==> config.mk <==
export PLATFORM = sky130hd
export DESIGN_NAME = seg_scan_ctrl_flat
export DESIGN_NICKNAME = d
export VERILOG_FILES = /design/src/rtl/seg_scan_ctrl_if.sv /design/src/rtl/seg_scan_ctrl.sv /design/src/flat_wrapper.sv
export SDC_FILE = /design/constraint.sdc
export NUM_CORES = 1
export LEC_CHECK = 0
export BUFFER_PORTS_ARGS = -buffer_cell sky130_fd_sc_hd__buf_4
export CAP_MARGIN = 20
export CORE_UTILIZATION = 45
export CTS_CLUSTER_DIAMETER = 150
export DETAILED_ROUTE_END_ITERATION = 10
export PLACE_DENSITY = 0.65
export SETUP_SLACK_MARGIN = 0.1
export SLEW_MARGIN = 20
export SYNTH_ARGS = -nofsm -noshare
export SYNTH_HDL_FRONTEND = slang
export SYNTH_SLANG_ARGS = --single-unit
==> constraint.sdc <==
create_clock -name clk -period 3.04 [get_ports clk]
set_input_delay 0.456 -clock clk [delete_from_list [all_inputs] [get_ports clk]]
set_output_delay 0.456 -clock clk [all_outputs]
set_load 0.1 [all_outputs]
==> src/rtl/seg_scan_ctrl_if.sv <==
// seg_scan_ctrl_if: display bus; load/value_in/blank_lz/blink_en/dec_seg into the scanner, dec_bcd/seg/an out of it
interface seg_scan_ctrl_if;
  logic        load;
  logic [15:0] value_in;
  logic        blank_lz;
  logic [3:0]  blink_en;
  logic [3:0]  dec_bcd;
  logic [7:0]  dec_seg;
  logic [7:0]  seg;
  logic [3:0]  an;
  modport master (output load, value_in, blank_lz, blink_en, dec_seg, input dec_bcd, seg, an);
  modport slave  (input load, value_in, blank_lz, blink_en, dec_seg, output dec_bcd, seg, an);
endinterface

==> src/rtl/seg_scan_ctrl.sv <==
// seg_scan_ctrl: 4-digit seven-segment scanner (clk, rst, bus: load/value_in shadow update at frame end, blank_lz, blink_en, dec_bcd->dec_seg decoder loop, registered active-low seg/an)
module seg_scan_ctrl #(
  parameter int REFRESH_DIV  = 100000,
  parameter int BLINK_FRAMES = 125
) (
  input logic            clk,
  input logic            rst,
  seg_scan_ctrl_if.slave bus
);
  localparam int CW = $clog2(REFRESH_DIV);
  localparam int FW = BLINK_FRAMES > 1 ? $clog2(BLINK_FRAMES) : 1;
  logic [CW-1:0] r_cnt;
  logic [1:0]    r_idx;
  logic [15:0]   r_disp;
  logic [15:0]   r_shadow;
  logic          r_pending;
  logic [FW-1:0] r_frame;
  logic          r_phase;
  logic [7:0]    r_seg;
  logic [3:0]    r_an;
  logic          w_tick;
  logic          w_frame_end;
  logic          w_frame_wrap;
  logic          w_lit;
  logic          w_z3;
  logic          w_z2;
  logic          w_z1;
  logic [3:0]    w_lz;
  assign w_tick       = r_cnt == CW'(REFRESH_DIV - 1);
  assign w_frame_end  = w_tick && r_idx == 2'd3;
  assign w_frame_wrap = r_frame == FW'(BLINK_FRAMES - 1);
  assign w_z3         = r_disp[15:12] == 4'd0;
  assign w_z2         = r_disp[11:8] == 4'd0;
  assign w_z1         = r_disp[7:4] == 4'd0;
  assign w_lz         = {w_z3, w_z3 & w_z2, w_z3 & w_z2 & w_z1, 1'b0} & {4{bus.blank_lz}};
  assign w_lit        = !(w_lz[r_idx] || (r_phase && bus.blink_en[r_idx]));
  assign bus.dec_bcd  = r_disp[{r_idx, 2'b00} +: 4];
  assign bus.seg      = r_seg;
  assign bus.an       = r_an;
  always_ff @(posedge clk) begin
    if (rst) begin
      r_cnt     <= '0;
      r_idx     <= 2'd0;
      r_disp    <= 16'h0000;
      r_shadow  <= 16'h0000;
      r_pending <= 1'b0;
      r_frame   <= '0;
      r_phase   <= 1'b0;
      r_seg     <= 8'hFF;
      r_an      <= 4'b1111;
    end else begin
      r_cnt <= w_tick ? '0 : r_cnt + CW'(1);
      if (w_tick) r_idx <= r_idx + 2'd1;
      if (w_frame_end) begin
        r_frame <= w_frame_wrap ? '0 : r_frame + FW'(1);
        if (w_frame_wrap) r_phase <= ~r_phase;
        if (r_pending) begin
          r_disp    <= r_shadow;
          r_pending <= 1'b0;
        end
      end
      if (bus.load) begin
        r_shadow  <= bus.value_in;
        r_pending <= 1'b1;
      end
      r_seg <= w_lit ? bus.dec_seg : 8'hFF;
      r_an  <= w_lit ? ~(4'b0001 << r_idx) : 4'b1111;
    end
  end
endmodule
==> src/flat_wrapper.sv <==
// flat-port wrapper written by rule: the top's interface ports become plain ports
module seg_scan_ctrl_flat 
#(
  parameter int REFRESH_DIV  = 100000,
  parameter int BLINK_FRAMES = 125
)
  (clk, rst, bus_load, bus_value_in, bus_blank_lz, bus_blink_en, bus_dec_seg, bus_dec_bcd, bus_seg, bus_an);
  seg_scan_ctrl_if bus_i ();
  input logic clk;
  input logic rst;
  input wire logic [$bits(bus_i.load)-1:0] bus_load;
  input wire logic [$bits(bus_i.value_in)-1:0] bus_value_in;
  input wire logic [$bits(bus_i.blank_lz)-1:0] bus_blank_lz;
  input wire logic [$bits(bus_i.blink_en)-1:0] bus_blink_en;
  input wire logic [$bits(bus_i.dec_seg)-1:0] bus_dec_seg;
  output wire logic [$bits(bus_i.dec_bcd)-1:0] bus_dec_bcd;
  output wire logic [$bits(bus_i.seg)-1:0] bus_seg;
  output wire logic [$bits(bus_i.an)-1:0] bus_an;
  assign bus_i.load = bus_load;
  assign bus_i.value_in = bus_value_in;
  assign bus_i.blank_lz = bus_blank_lz;
  assign bus_i.blink_en = bus_blink_en;
  assign bus_i.dec_seg = bus_dec_seg;
  assign bus_dec_bcd = bus_i.dec_bcd;
  assign bus_seg = bus_i.seg;
  assign bus_an = bus_i.an;
  seg_scan_ctrl #(.REFRESH_DIV(REFRESH_DIV), .BLINK_FRAMES(BLINK_FRAMES)) u_core (.clk(clk), .rst(rst), .bus(bus_i));
endmodule
==> impl_metrics.py <==
metrics = {
    "clock_network": {
        "numCtsBuffers": 9,
        "clock_latency_ns": 0.34,
        "ctsResizeCount": 0,
        "cts_setup_buffers": 0,
        "clk_path_buf_depth": 2,
        "htreeDepth": 3,
        "cts_root_buf": "clkbuf_8",
        "path_clk_slew_ns": 0.07,
        "cts_hold_buf": 0,
        "cts_tree": "done",
        "clock-sinks": 72,
    },
    "setup_path": {
        "crit_slowest_cell": "or4_1",
        "crit_buf_inv": 0,
        "cp_slowest_stage_delay_ns": 0.68,
        "crit_arrival_ns": 2.58,
        "rr_endpoint": "u_core.r_phase",
        "crit_fanout": 10,
        "cp_cell_sequence": "or4_4 -> or4_1 -> or4_1 -> a21oi_1",
        "r2r-start": "u_core.r_cnt[14]",
        "reg2reg_depth": 4,
        "cpLargestDelayFamily": "simple AND/OR/NAND/NOR gates",
        "cp-end-kind": "register",
        "crit_type": "register to register",
        "r2r_setup_slack_ns": 0.73,
        "cp_common_cell": "or4_1",
        "worstSetupStartpointType": "register",
        "cp.required_ns": 3.31,
    },
    "detailed_routing": {
        "drt_wl_total_um": 6820,
        "via_per_inst": 5.67,
        "drtAntennaViolNets": 0,
        "wl_per_cell_um": 15.0,
        "drtPass1Iterations": 4,
        "first_iter_violations": 131,
        "drc": 0,
        "vias": 2582,
    },
    "synthesis": {
        "synth_edf_count": 0,
        "synth-warning-count": 0,
        "ys_types": 39,
        "syn-num-nets": 374,
        "yosys.area_share.xor_xnor_pct": 3.08,
        "synth_top_cell_area_share_pct": 46.2,
        "syn_avg_cell_area_um2": 9.32,
        "synthArstFlopShare_pct": 0,
        "synth_ff_type": "dfxtp_1",
        "synth_top_family_by_area": "simple AND/OR/NAND/NOR gates",
        "yosys.area_share.simple_pct": 21.4,
        "synth_area_um2": 3120,
        "ys_ff_latch": 72,
        "synth_area_leader_cell": "dfxtp_1",
        "synth-compound-area-share_pct": 13.6,
        "muxShareOfSynthArea_pct": 8.73,
        "yosysSeqAreaShare_pct": 46.2,
        "synthTopCellsByArea": "dfxtp_1 46%, mux2i_1 5.1%, nand4_1 4.8%",
        "synthAdderAreaFrac_pct": 2.80,
        "synth_cells": 335,
    },
    "place": {
        "pre_cts_ws_ns": 0.741,
        "gp_congestion": 0.792,
        "place.detailed.hpwl_um": 4680,
        "io_buffer_count": 47,
    },
    "floorplanning": {
        "die_area_um2": 7280,
        "die_x_um": 85.3,
        "die_y_um": 85.3,
        "initial_core_util_pct": 47.8,
        "rows": 29,
        "boundaryPins": 48,
        "core_um2": 6530,
    },
    "worst_hold_path": {
        "hold_depth": 2,
        "hold_class": "input pin to register",
        "hold_end": "u_core.bus.seg[6]",
        "min_from": "bus_dec_seg[6]",
    },
    "sta": {
        "rsz0062_at_grt": "no",
        "timing.final.ws_setup_ns": 0.728,
        "max_slew_margin_pct": 44.7,
        "max_slew.worst_pin.slew_ns": 0.830,
        "drv_slew": 0,
        "period_share_pct": 76.1,
        "fmax_mhz": 433,
        "period_needed_ns": 2.31,
        "finClkSkew_ns": 0.0102,
        "setup_violations": 0,
        "finalHoldViolations": 0,
        "whs_ns": 0.303,
        "setup-tns-final_ns": 0,
    },
    "cells_and_area": {
        "drive_gt1_share_pct": 19.6,
        "n_antenna_cell": 0,
        "regArea_um2": 1440,
        "area_delta_synth_final_pct": 19.2,
        "final_nets": 412,
        "nFillCells": 599,
        "multi_input_area_um2": 1550,
    },
    "power_and_ir_drop": {
        "ir_drop_v": 0.000250,
        "powerDensity_nw_per_um2": 526,
        "p_leak_nw": 1.35,
    },
    "job": {
        "drv_cap": 0,
    },
    "outcome": {
        "status": "complete, no violations",
    },
    "grt": {
        "antenna_found_initial": 0,
        "grt_pass1_vias": 2375,
        "grt_use_total_pct": 19.8,
        "grt_pass1_wl_um": 11200,
        "grt-ovfl-total": 0,
        "grt_max_degree": 47,
    },
}
[cell usage after synthesis (2+ instances only)]
cell / count
nand3_1: 17
mux4_2: 5
a311oi_1: 3
or4_1: 4
nor3_1: 6
a21oi_1: 27
inv_1: 11
buf_1: 3
xnor2_1: 7
a31oi_1: 3
ha_1: 7
nand3b_1: 8
mux2i_1: 16
and4_1: 4
xor2_1: 4
clkbuf_1: 17
buf_2: 2
dfxtp_1: 72
or3_1: 3
a21o_1: 2
nor4_1: 5
o21ai_0: 9
o31ai_1: 19
nand2_1: 8
nand2b_1: 3
nor2_1: 33
nand4_1: 24
or2_2: 2
[layer usage]
layer | wire length [um] | vias to the layer above | GRT usage [%] | part of all wire, %
met1 | 3490 | 1198 | 28.0 | 51
li1 | - | 1313 | - | -
met2 | 2880 | 64 | 29.2 | 42
met4 | 108 | 0 | 9.55 | 1.6
met5 | 0 | - | 0 | 0
met3 | 347 | 7 | 3.40 | 5.1
[power by group]
| part | total [mW] | internal [mW] | switching, mW |
|---|---|---|---|
| combinational | 0.144 | 0.0561 | 0.0882 |
| clock | 0.832 | 0.467 | 0.365 |
| sequential | 0.983 | 0.967 | 0.0164 |
[state kept, by name, indices dropped and copies added, names as in the netlist]
name              flops
u_core.r_disp        16
u_core.r_idx          2
u_core.r_frame        7
u_core.r_phase        1
u_core.r_shadow      16
u_core.r_cnt         17
u_core.bus.an         4
u_core.r_pending      1
u_core.bus.seg        8
[placed cells by master (no fill, tap or decap), types with 2 or more instances in the layout]
master / synthesis / routed
nand2_1: 8 / 8
a31oi_1: 3 / 3
buf_4: 1 / 50
inv_1: 11 / 11
or2_2: 2 / 2
or4_1: 4 / 4
xnor2_1: 7 / 7
a311oi_1: 3 / 3
nor4_1: 5 / 5
a21oi_1: 27 / 27
nand2b_1: 3 / 3
nand3_1: 17 / 17
mux2i_1: 16 / 16
nand3b_1: 8 / 8
a21o_1: 2 / 2
clkinvlp_4: 0 / 2
and4_1: 4 / 4
dfxtp_1: 72 / 72
nor3_1: 6 / 6
clkbuf_8: 0 / 9
bufinv_16: 0 / 2
nand4_1: 24 / 24
ha_1: 7 / 7
mux4_2: 5 / 5
o21ai_0: 9 / 9
or3_1: 3 / 3
nor2_1: 33 / 33
o31ai_1: 19 / 19
xor2_1: 4 / 4
[how the worst max path moves through the flow]
stage	start	cells past startpoint	slack, ns	endpoint
2_1_floorplan	u_core.r_cnt[14]	5	0.86	u_core.r_phase
3_3_place_gp	u_core.r_cnt[14]	4	0.76	u_core.r_phase
3_5_place_dp	u_core.r_cnt[11]	4	0.74	u_core.r_phase
4_1_cts	u_core.r_cnt[11]	4	0.72	u_core.r_phase
5_1_grt	u_core.r_idx[0]	3	0.63	u_core.bus.an[3]
6_report	u_core.r_cnt[14]	4	0.73	u_core.r_phase
[kinds of logic (layout without fill, tap and decap cells)]
| kind of cell | count (synthesis) | after routing |
|---|---|---|
| AOI/OAI and AO/OA | 68 | 68 |
| xor gates and xnor gates | 11 | 11 |
| adders and majority gates | 7 | 7 |
| buffers and inverters | 34 | 77 |
| DFF | 72 | 72 |
| muxes | 21 | 21 |
| and+or+nand+nor | 122 | 122 |
[through the flow]
stage	util, %	std cells	power [mW]	area (um2)
floorplan	-	335	1.10	3120
global placement	53.6	439	1.15	3500
detailed placement	53.6	439	1.15	3500
CTS	57.0	455	1.99	3720
global route	57.0	455	2.04	3720
finish	57.0	455	1.96	3720
[layout make-up]
class | count | area share (%)
multi-input cells | 229 | 41.6
well taps | 77 | 2.59
flip-flops and latches | 72 | 38.7
inverters | 11 | 1.11
clock inverters | 6 | 2.49
clock buffers | 10 | 3.43
repair buffers | 50 | 10.1
Power figures use the tool's default switching activity.
